File: src/rtl/spi_frame_pkg.sv
// -----------------------------------------------------------------------------
// spi_frame_pkg
//   Shared constants and types for the SPI frame receiver.
//   - Frame geometry: 16-bit frames, MSB first, R/W flag in bit 15,
//     7-bit register address in bits 14:8, 8-bit data in bits 7:0.
//   - The bit counter saturates one past a full frame, so any frame
//     longer than 16 bits can be told apart from an exact one.
// -----------------------------------------------------------------------------
package spi_frame_pkg;

    localparam int ADDR_W     = 7;
    localparam int DATA_W     = 8;
    localparam int FRAME_BITS = 16;
    localparam int CNT_SAT    = 17;
    localparam int CNT_W      = $clog2(CNT_SAT + 1);

    localparam int RW_BIT   = 15;
    localparam int ADDR_MSB = 14;
    localparam int ADDR_LSB = 8;

    typedef enum logic {
        IDLE  = 1'b0,
        SHIFT = 1'b1
    } state_e;

endpackage : spi_frame_pkg

File: src/rtl/spi_frame_rx_sync_edge_det.sv
// -----------------------------------------------------------------------------
// sync_edge_det
//   Brings one asynchronous pin into the clk domain through a SYNC_STAGES
//   flop chain, then compares the synchronized level with a one-cycle
//   history flop to produce single-cycle rise/fall indications.
//   Every flop resets to RESET_VAL, the idle level of the pin, so no edge
//   is reported while the pin stays at that level.
//
//   Ports:
//     clk   in   system clock
//     rst   in   synchronous, active-high reset
//     din   in   raw asynchronous pin
//     level out  synchronized pin level
//     rise  out  level went 0 -> 1 (combinational, one cycle)
//     fall  out  level went 1 -> 0 (combinational, one cycle)
// -----------------------------------------------------------------------------
module sync_edge_det #(
    parameter int   SYNC_STAGES = 2,
    parameter logic RESET_VAL   = 1'b0
) (
    input  logic clk,
    input  logic rst,
    input  logic din,
    output logic level,
    output logic rise,
    output logic fall
);

    logic [SYNC_STAGES-1:0] sync_q;
    logic                   hist_q;

    // NOTE: sequential state is always written with non-blocking (<=)
    // assignments so every flop samples the pre-edge values of the others.
    always_ff @(posedge clk) begin
        if (rst) begin
            sync_q <= {SYNC_STAGES{RESET_VAL}};
            hist_q <= RESET_VAL;
        end else begin
            sync_q <= {sync_q[SYNC_STAGES-2:0], din};
            hist_q <= sync_q[SYNC_STAGES-1];
        end
    end

    assign level = sync_q[SYNC_STAGES-1];
    assign rise  =  level & ~hist_q;
    assign fall  = ~level &  hist_q;

endmodule : sync_edge_det

File: src/rtl/spi_frame_rx.sv
// -----------------------------------------------------------------------------
// spi_frame_rx
//   SPI mode-0 frame receiver feeding the register bank. Synchronizes
//   SCLK/COPI/nCS into clk, shifts in 16-bit MSB-first frames on SCLK rising
//   edges while nCS is low, and evaluates the frame when nCS rises:
//     - exactly 16 bits, write, addr <= MAX_ADDR : one-cycle wr_valid
//     - exactly 16 bits, read or addr > MAX_ADDR : silently ignored
//     - any other bit count                      : one-cycle frame_err
//
//   Ports:
//     clk       in   system clock
//     rst       in   synchronous, active-high reset
//     sclk_in   in   raw SPI clock pin (async)
//     copi_in   in   raw SPI data pin (async)
//     ncs_in    in   raw SPI chip select, active low (async)
//     wr_valid  out  one-cycle register write strobe
//     wr_addr   out  write address, held until the next wr_valid
//     wr_data   out  write data, held until the next wr_valid
//     frame_err out  one-cycle pulse on a frame of the wrong length
//     busy      out  high while a frame is being shifted in
// -----------------------------------------------------------------------------
module spi_frame_rx
    import spi_frame_pkg::*;
#(
    parameter int SYNC_STAGES = 2,
    parameter int MAX_ADDR    = 4
) (
    input  logic              clk,
    input  logic              rst,
    input  logic              sclk_in,
    input  logic              copi_in,
    input  logic              ncs_in,
    output logic              wr_valid,
    output logic [ADDR_W-1:0] wr_addr,
    output logic [DATA_W-1:0] wr_data,
    output logic              frame_err,
    output logic              busy
);

    // -------------------------------------------------------------------------
    // Pin synchronization. COPI uses the same depth as SCLK so its level is
    // aligned with the cycle in which the SCLK rise is seen.
    // -------------------------------------------------------------------------
    logic ncs_level,  ncs_rise,  ncs_fall;
    logic sclk_level, sclk_rise, sclk_fall;
    logic copi_level, copi_rise, copi_fall;

    sync_edge_det #(.SYNC_STAGES(SYNC_STAGES), .RESET_VAL(1'b1)) u_ncs_sync (
        .clk   (clk),
        .rst   (rst),
        .din   (ncs_in),
        .level (ncs_level),
        .rise  (ncs_rise),
        .fall  (ncs_fall)
    );

    sync_edge_det #(.SYNC_STAGES(SYNC_STAGES), .RESET_VAL(1'b0)) u_sclk_sync (
        .clk   (clk),
        .rst   (rst),
        .din   (sclk_in),
        .level (sclk_level),
        .rise  (sclk_rise),
        .fall  (sclk_fall)
    );

    sync_edge_det #(.SYNC_STAGES(SYNC_STAGES), .RESET_VAL(1'b0)) u_copi_sync (
        .clk   (clk),
        .rst   (rst),
        .din   (copi_in),
        .level (copi_level),
        .rise  (copi_rise),
        .fall  (copi_fall)
    );

    // Only the nCS edges, the SCLK rise and the COPI level are used.
    logic unused_sync;
    assign unused_sync = &{1'b0, ncs_level, sclk_level, sclk_fall, copi_rise, copi_fall};

    // -------------------------------------------------------------------------
    // Post-reset blanking. The nCS chain resets to the idle level (high), so
    // if the pin is still low when reset is released the chain drains to 0
    // and reports a fake falling edge SYNC_STAGES cycles later. Ignoring nCS
    // falls until the chain has drained makes the block wait for a genuine
    // frame start instead of adopting the tail of an interrupted frame.
    // -------------------------------------------------------------------------
    localparam int                 BLANK_W    = $clog2(SYNC_STAGES + 2);
    localparam logic [BLANK_W-1:0] BLANK_INIT = BLANK_W'(SYNC_STAGES + 1);

    logic [BLANK_W-1:0] blank_q;
    logic               frame_start;

    always_ff @(posedge clk) begin
        if (rst) begin
            blank_q <= BLANK_INIT;
        end else if (blank_q != '0) begin
            blank_q <= blank_q - BLANK_W'(1);
        end
    end

    assign frame_start = ncs_fall && (blank_q == '0);

    // -------------------------------------------------------------------------
    // FSM: state register / next-state logic / output decode
    // -------------------------------------------------------------------------
    state_e state_q, state_d;

    always_ff @(posedge clk) begin
        if (rst) begin
            state_q <= IDLE;
        end else begin
            state_q <= state_d;
        end
    end

    // NOTE: every signal assigned in an always_comb gets a default at the top
    // so no path leaves it unassigned, which would otherwise infer a latch.
    always_comb begin
        state_d = state_q;
        case (state_q)
            IDLE:    if (frame_start) state_d = SHIFT;
            SHIFT:   if (ncs_rise)    state_d = IDLE;
            default: state_d = IDLE;
        endcase
    end

    logic [CNT_W-1:0]      cnt_q;
    logic [FRAME_BITS-1:0] shift_q;
    logic [ADDR_W-1:0]     frame_addr;
    logic [DATA_W-1:0]     frame_data;

    assign frame_addr = shift_q[ADDR_MSB:ADDR_LSB];
    assign frame_data = shift_q[DATA_W-1:0];

    logic clear_frame;
    logic take_bit;
    logic write_hit;
    logic length_err;

    // An nCS rise ends the frame, so an SCLK rise in the same cycle is not
    // counted. nCS edges in IDLE other than a frame start do nothing.
    always_comb begin
        clear_frame = 1'b0;
        take_bit    = 1'b0;
        write_hit   = 1'b0;
        length_err  = 1'b0;
        case (state_q)
            IDLE: begin
                clear_frame = frame_start;
            end
            SHIFT: begin
                if (ncs_rise) begin
                    if (cnt_q == CNT_W'(FRAME_BITS)) begin
                        write_hit = shift_q[RW_BIT] && (int'(frame_addr) <= MAX_ADDR);
                    end else begin
                        length_err = 1'b1;
                    end
                end else begin
                    take_bit = sclk_rise;
                end
            end
            default: ;
        endcase
    end

    assign busy = (state_q == SHIFT);

    // -------------------------------------------------------------------------
    // Bit counter and shift register
    // -------------------------------------------------------------------------
    always_ff @(posedge clk) begin
        if (rst) begin
            cnt_q   <= '0;
            shift_q <= '0;
        end else if (clear_frame) begin
            cnt_q   <= '0;
            shift_q <= '0;
        end else if (take_bit) begin
            shift_q <= {shift_q[FRAME_BITS-2:0], copi_level};
            if (cnt_q != CNT_W'(CNT_SAT)) begin
                cnt_q <= cnt_q + CNT_W'(1);
            end
        end
    end

    // -------------------------------------------------------------------------
    // Registered outputs
    // -------------------------------------------------------------------------
    always_ff @(posedge clk) begin
        if (rst) begin
            wr_valid  <= 1'b0;
            frame_err <= 1'b0;
            wr_addr   <= '0;
            wr_data   <= '0;
        end else begin
            wr_valid  <= write_hit;
            frame_err <= length_err;
            if (write_hit) begin
                wr_addr <= frame_addr;
                wr_data <= frame_data;
            end
        end
    end

endmodule : spi_frame_rx

File: config.mk
export PLATFORM = sky130hd
export DESIGN_NAME = spi_frame_rx
export DESIGN_NICKNAME = d
export VERILOG_FILES = /design/src/rtl/spi_frame_pkg.sv /design/src/rtl/spi_frame_rx_sync_edge_det.sv /design/src/rtl/spi_frame_rx.sv
export SDC_FILE = /design/constraint.sdc
export NUM_CORES = 1
export LEC_CHECK = 0
export CAP_MARGIN = 15
export CORE_ASPECT_RATIO = 0.5
export CORE_UTILIZATION = 30
export CTS_CLUSTER_DIAMETER = 30
export DETAILED_ROUTE_END_ITERATION = 8
export GPL_ROUTABILITY_DRIVEN = 1
export HOLD_SLACK_MARGIN = 0.05
export PLACE_DENSITY = 0.44
export SYNTH_ARGS = -nofsm -noshare
export SYNTH_HDL_FRONTEND = slang
export SYNTH_SLANG_ARGS = --single-unit
File: constraint.sdc
create_clock -name clk -period 3.9 [get_ports clk]
set_input_delay 0.585 -clock clk [delete_from_list [all_inputs] [get_ports clk]]
set_output_delay 0.585 -clock clk [all_outputs]
set_load 0.02 [all_outputs]
* Word level (Yosys, flattened, before mapping) *
Index checks and enable logic that the tools add are counted.

storage, ports and cells
  output and inout port bits = 18
  word-level logic and storage cells = 43
  bits in registers = 49
  input bits = 5

cells by class
  multiplexer cells = 10
  bitwise logic cells = 8
  magnitude comparators = 1
  equality and inequality tests = 2
  reductions and logical operators = 7
  add/subtract/negate cells = 2

operator list
  kind                   number
  $mux W1                9
  $le A7 B3 Y1 const B   1
  $add A5 B1 Y5 const B  1
  $eq A5 B5 Y1 const B   1
  $ne A5 B5 Y1 const B   1
  $not A1 Y1             5
  $and A1 B1 Y1          3
  $reduce_or A3 Y1       1
  $logic_and A1 B1 Y1    2
  $logic_not A2 Y1       1
  $pmux W1 S2            1
  $reduce_and A2 Y1      1
  $reduce_bool A2 Y1     1
  $reduce_or A2 Y1       1
  $sub A2 B1 Y2 const B  1

* Logic depth before layout (Yosys ltp) *
  depth after elaboration = 5
  depth in mapped cells = 7
  mapped depth without buffers = 6

* Cells and area by module *
From an unflattened synthesis, not the netlist that was laid out.

unflattened totals
  cells, all modules = 207
  area, all modules = 1888.1 sq um

modules (own cells, without submodules)
  module                            times used  sequential area each (sq um)  cells each  area an instance (sq um)
  spi_frame_rx                      1           820.8                         183         1612.8
  sync_edge_det at u_copi_sync ...  2           60.1                          8           91.3
  sync_edge_det at u_ncs_sync       1           60.1                          8           92.6

* Worst setup path after synthesis *
No wires, ideal clock.

  path type = flip-flop to flip-flop
  start point = reg state_q, in the netlist busy
  end point = reg cnt_q[2]
  arrival time = 1.594 ns
  path buffers = 1
  clock period less this slack = 1.665 ns
  required time = 3.829 ns
  stages on the path, launching flop included = 6
  setup time = 0.071 ns
  slack = 2.235 ns
  cells stage by stage = dfxtp_1 -> nand3b_2 -> or2_1 -> buf_6 -> or4_1 -> a21oi_1

on the way
  word-level cells in the longest chain between the ends = 2
  elaborated cells between the ends (all ways) = 4
  classes of those cells = mux: 2; reduce/logical: 2

RTL lines
  element                                                                 line                 RTL
  from (decl)                                                             spi_frame_rx.sv:105  state_e state_q, state_d;
  from (signal assigned)                                                  spi_frame_rx.sv:111  state_q <= state_d;
  $mux W1                                                                 spi_frame_rx.sv:146  case (state_q)
  $reduce_and A2 Y1 (no line) / $reduce_or A2 Y1 (equally long branches)  -
  to (signal assigned)                                                    spi_frame_rx.sv:180  cnt_q <= cnt_q + CNT_W'(1);
  to (decl)                                                               spi_frame_rx.sv:126  logic [CNT_W-1:0] cnt_q;

Several ways; a longest one is shown, not always the timed one.
A chain may end at the register's enable or synchronous reset.

* Worst setup path in the final report *
  start point = reg state_q, in the netlist busy
  end point = out busy

RTL lines
  element    line                RTL
  to (decl)  spi_frame_rx.sv:37  output logic busy

No word-level cell between the ends.

==> impl_metrics.env <==
export IMPL_detail_route_vias_per_cell=4.66
export IMPL_ctsRootBufferMaster="sky130_fd_sc_hd__clkbuf_16"
export IMPL_share_seq_of_total_power_pct=51.2
export IMPL_die_h_um=57.2
export IMPL_io_pins=23
export IMPL_p_int_mw=0.797
export IMPL_worstPathArrival_ns=1.43
export IMPL_worst_setup_path_type="flip-flop to output pin"
export IMPL_cts_max_path_buffers=2
export IMPL_number_of_enable_type_register_cells_in_the_synthesized_netlist=0
export IMPL_groute_usage_overall_pct=12.6
export IMPL_synth_top_area_share_pct=53.7
export IMPL_cp_cell_sequence="clkdlybuf4s50_1"
export IMPL_layout_core_utilization_pct=39.7
export IMPL_numCtsBuffers=5
export IMPL_clock_skew_ns=0.00460
export IMPL_core_area_um2=5660
export IMPL_fmax_ghz=0.495
export IMPL_final_design_area_no_fill_um2=2240
export IMPL_dominantRegCellSynth="sky130_fd_sc_hd__dfxtp_1"
export IMPL_netlist_area_um2=1830
export IMPL_maxCapViolCount=0
export IMPL_violations="DRC"
export IMPL_cp_slowest_stage_delay_ns=0.66
export IMPL_grt_ovfl_total=0
export IMPL_synth_warning_count=0
export IMPL_drt_initial_drc_count=55
export IMPL_yosys_cell_types_count=31
export IMPL_synth_sequential_area_ratio_pct=53.7
export IMPL_ant_nets=0
export IMPL_grtUsageMet1_pct=15.3
export IMPL_hold_viol=0
export IMPL_dpl_cell_area_um2=2090
export IMPL_place_congestion=0.709
export IMPL_finalSetupTns_ns=0
export IMPL_die_w_um=112
export IMPL_worst_hold_path_type="flip-flop to flip-flop"
export IMPL_dr_total_vias=1388
export IMPL_clkPwrFrac_pct=45.3
export IMPL_p_switching_mw=0.205
export IMPL_drive_gt1_share_pct=7.11
export IMPL_worst_path_buf_inv=1
export IMPL_detail_route_first_pass_iterations=7
export IMPL_postRouteWirelength_um=3620
export IMPL_synthesis_instances=207
export IMPL_worst_path_maximum_fanout=8
export IMPL_hpwlAfterDp_um=2440
export IMPL_dieArea_um2=6420
export IMPL_row_count=19
export IMPL_num_antenna_cells=0
export IMPL_synth_area_leaders="sky130_fd_sc_hd__dfxtp_1 54%, sky130_fd_sc_hd__a21oi_1 8.2%, sky130_fd_sc_hd__nand2_1 7.0%"
export IMPL_synth_fp_nets=216
export IMPL_max_transition_viols_final=0
export IMPL_grt_pass1_vias=1323
export IMPL_worst_slew_pin_transition_ns=1.02
export IMPL_cts_tree="done"
export IMPL_cts_sinks=49
export IMPL_power_static_leakage_nw=0.749
export IMPL_ctsHtreeMaxLevel=2
export IMPL_pwr_share_comb_pct=3.5
export IMPL_max_slew_margin_pct=31.7
export IMPL_critical_path_slowest_cell="sky130_fd_sc_hd__clkdlybuf4s50_1"
export IMPL_clkSlewWorstSetupHoldPaths_ns=0.06
export IMPL_initial_core_util_pct=32.3
export IMPL_run_status="finished with violations"
export IMPL_gr_usage_met2_pct=19.3
export IMPL_swShare_pct=20.5
export IMPL_synth_largest_area_cell="sky130_fd_sc_hd__dfxtp_1"
export IMPL_critPathCaptureType="output pin"
export IMPL_cts_post_setup_buffers_inserted=0
export IMPL_area_growth_synth_to_finish_pct=23.0
export IMPL_drc=1
export IMPL_insertion_delay_ns=0.29
export IMPL_final_period_utilization_pct=51.8
export IMPL_ctsResizeCount=0
export IMPL_critical_path_startpoint_type="flip-flop"
export IMPL_synth_area_per_cell_um2=8.82
export IMPL_initial_antenna_violation_count=0
export IMPL_crit_required_ns=3.31
export IMPL_cts_hold_buffers=0
export IMPL_setup_viol=0
export IMPL_synth_seq_cells=49
export IMPL_grt_start_max_net_pins=30
export IMPL_busiest_layer="met2"
export IMPL_vdd_ir_drop_worst_uv=185
export IMPL_fin_nets=233
export IMPL_grt_first_pass_wirelength_um=6140
export IMPL_numPortBuffers=22
export IMPL_powerDensity_nw_per_um2=446
export IMPL_post_route_min_period_ns=2.02
export IMPL_async_flop_share_pct=0
export IMPL_critPathTopFamily="buffers and inverters"
export IMPL_grtUsageMet3_pct=4.57
export IMPL_dp_worst_slack_ns=1.86
export IMPL_post_route_worst_setup_slack_ns=1.88
export IMPL_avgRoutedWirePerCell_um=12.1
export IMPL_unrepaired_setup_endpoints_after_global_routing="no"
[kinds of logic after synthesis]
logic type,after synthesis,synth area share [%]
compound gates,44,12.3
mux,2,1.10
simple gates,86,24.1
buf+inv,18,4.18
flops,49,53.7
fa+ha+maj,4,2.74
xor+xnor,4,1.92
[area by class of cell]
class,count,area (µm²)
Tap cell,73,91.3
Sequential cell,49,981
Timing Repair Buffer,23,228
Clock inverter,1,5.00
Multi-Input combinational cell,140,768
Clock buffer,7,153
Inverter,5,18.8
Fill cell,578,3410
[flip-flops by register name (all words and copies together), names as in the netlist]
| signal | count |
|---|---|
| blank_q | 2 |
| cnt_q | 5 |
| wr_valid | 1 |
| u_ncs_sync.hist_q | 1 |
| u_sclk_sync.sync_q | 2 |
| wr_addr | 7 |
| u_ncs_sync.sync_q | 2 |
| busy | 1 |
| u_sclk_sync.hist_q | 1 |
| u_copi_sync.sync_q | 2 |
| shift_q | 16 |
| frame_err | 1 |
| wr_data | 8 |
[power groups by stage]
stage | clock network [mW] | logic, mW | registers [mW]
final | 0.454 | 0.0350 | 0.512
after floorplan | 0 | 0.0252 | 0.523
after global routing | 0.489 | 0.0408 | 0.513
after global placement | 0 | 0.0339 | 0.524
after detailed placement | 0 | 0.0355 | 0.524
after CTS | 0.473 | 0.0357 | 0.512
[placed cells by master, fill, tap and decap left out]
cell type                         synthesis  layout
sky130_fd_sc_hd__nor2b_1                  6       6
sky130_fd_sc_hd__and4bb_2                 1       1
sky130_fd_sc_hd__or2_2                    4       4
sky130_fd_sc_hd__inv_1                    5       5
sky130_fd_sc_hd__and3_1                   1       1
sky130_fd_sc_hd__dfxtp_1                 49      49
sky130_fd_sc_hd__nand3b_2                 1       1
sky130_fd_sc_hd__nor4_1                   1       1
sky130_fd_sc_hd__or2_1                    1       1
sky130_fd_sc_hd__clkdlybuf4s50_1          0      22
sky130_fd_sc_hd__xor2_1                   1       1
sky130_fd_sc_hd__and4b_1                  1       1
sky130_fd_sc_hd__nand3_1                 13      13
sky130_fd_sc_hd__clkbuf_8                 0       2
sky130_fd_sc_hd__nor3b_1                  4       4
sky130_fd_sc_hd__nor3_1                   5       5
sky130_fd_sc_hd__buf_4                    0       1
sky130_fd_sc_hd__a31o_2                   1       1
sky130_fd_sc_hd__nor2_1                   8       8
sky130_fd_sc_hd__nor4bb_1                 1       1
sky130_fd_sc_hd__and2_1                   1       1
sky130_fd_sc_hd__nand3b_1                 1       1
sky130_fd_sc_hd__ha_1                     4       4
sky130_fd_sc_hd__xnor2_1                  3       3
sky130_fd_sc_hd__nand2_1                 34      34
sky130_fd_sc_hd__or4_1                    1       1
sky130_fd_sc_hd__a21oi_1                 30      30
sky130_fd_sc_hd__nor4b_1                  1       1
sky130_fd_sc_hd__clkbuf_16                0       5
sky130_fd_sc_hd__o21ai_0                 13      13
sky130_fd_sc_hd__clkinv_2                 0       1
sky130_fd_sc_hd__nand2b_1                 1       1
sky130_fd_sc_hd__mux2i_1                  2       2
[worst paths after layout]
check,from,to,slack (ns),depth (start not counted)
max reg2reg,busy$_SDFF_PP0_,cnt_q[2]$_SDFFE_PP0P_,2.04,4
min,u_ncs_sync.sync_q[0]$_SDFF_PP1_,u_ncs_sync.sync_q[1]$_SDFF_PP1_,0.41,1
max,busy$_SDFF_PP0_,busy,1.88,1
min reg2reg,u_ncs_sync.sync_q[0]$_SDFF_PP1_,u_ncs_sync.sync_q[1]$_SDFF_PP1_,0.41,1
[per-layer routing]
metal  up-vias  wire (µm)  share of wire (%)
met5         -          0                  0
met3         9        143                4.0
li1        725          -                  -
met2        18       1540                 42
met1       636       1850                 51
met4         0         93                2.6
[per-stage QoR]
stage,cells,power (mW),hold slack [ns]
6_report,298,1.00,0.409
3_3_place_gp,290,0.557,0.395
4_1_cts,298,1.02,0.411
3_5_place_dp,290,0.559,0.396
5_1_grt,298,1.04,0.428
2_1_floorplan,207,0.548,0.389
[synth_stat cells (2+ instances only)]
cell,number
sky130_fd_sc_hd__nor3_1,5
sky130_fd_sc_hd__o21ai_0,13
sky130_fd_sc_hd__nand3_1,13
sky130_fd_sc_hd__xnor2_1,3
sky130_fd_sc_hd__nand2_1,34
sky130_fd_sc_hd__dfxtp_1,49
sky130_fd_sc_hd__ha_1,4
sky130_fd_sc_hd__nor2_1,8
sky130_fd_sc_hd__or2_2,4
sky130_fd_sc_hd__nor2b_1,6
sky130_fd_sc_hd__clkbuf_1,11
sky130_fd_sc_hd__inv_1,5
sky130_fd_sc_hd__a21oi_1,30
sky130_fd_sc_hd__nor3b_1,4
sky130_fd_sc_hd__mux2i_1,2
No activity file was read; power rests on OpenSTA's default activity.
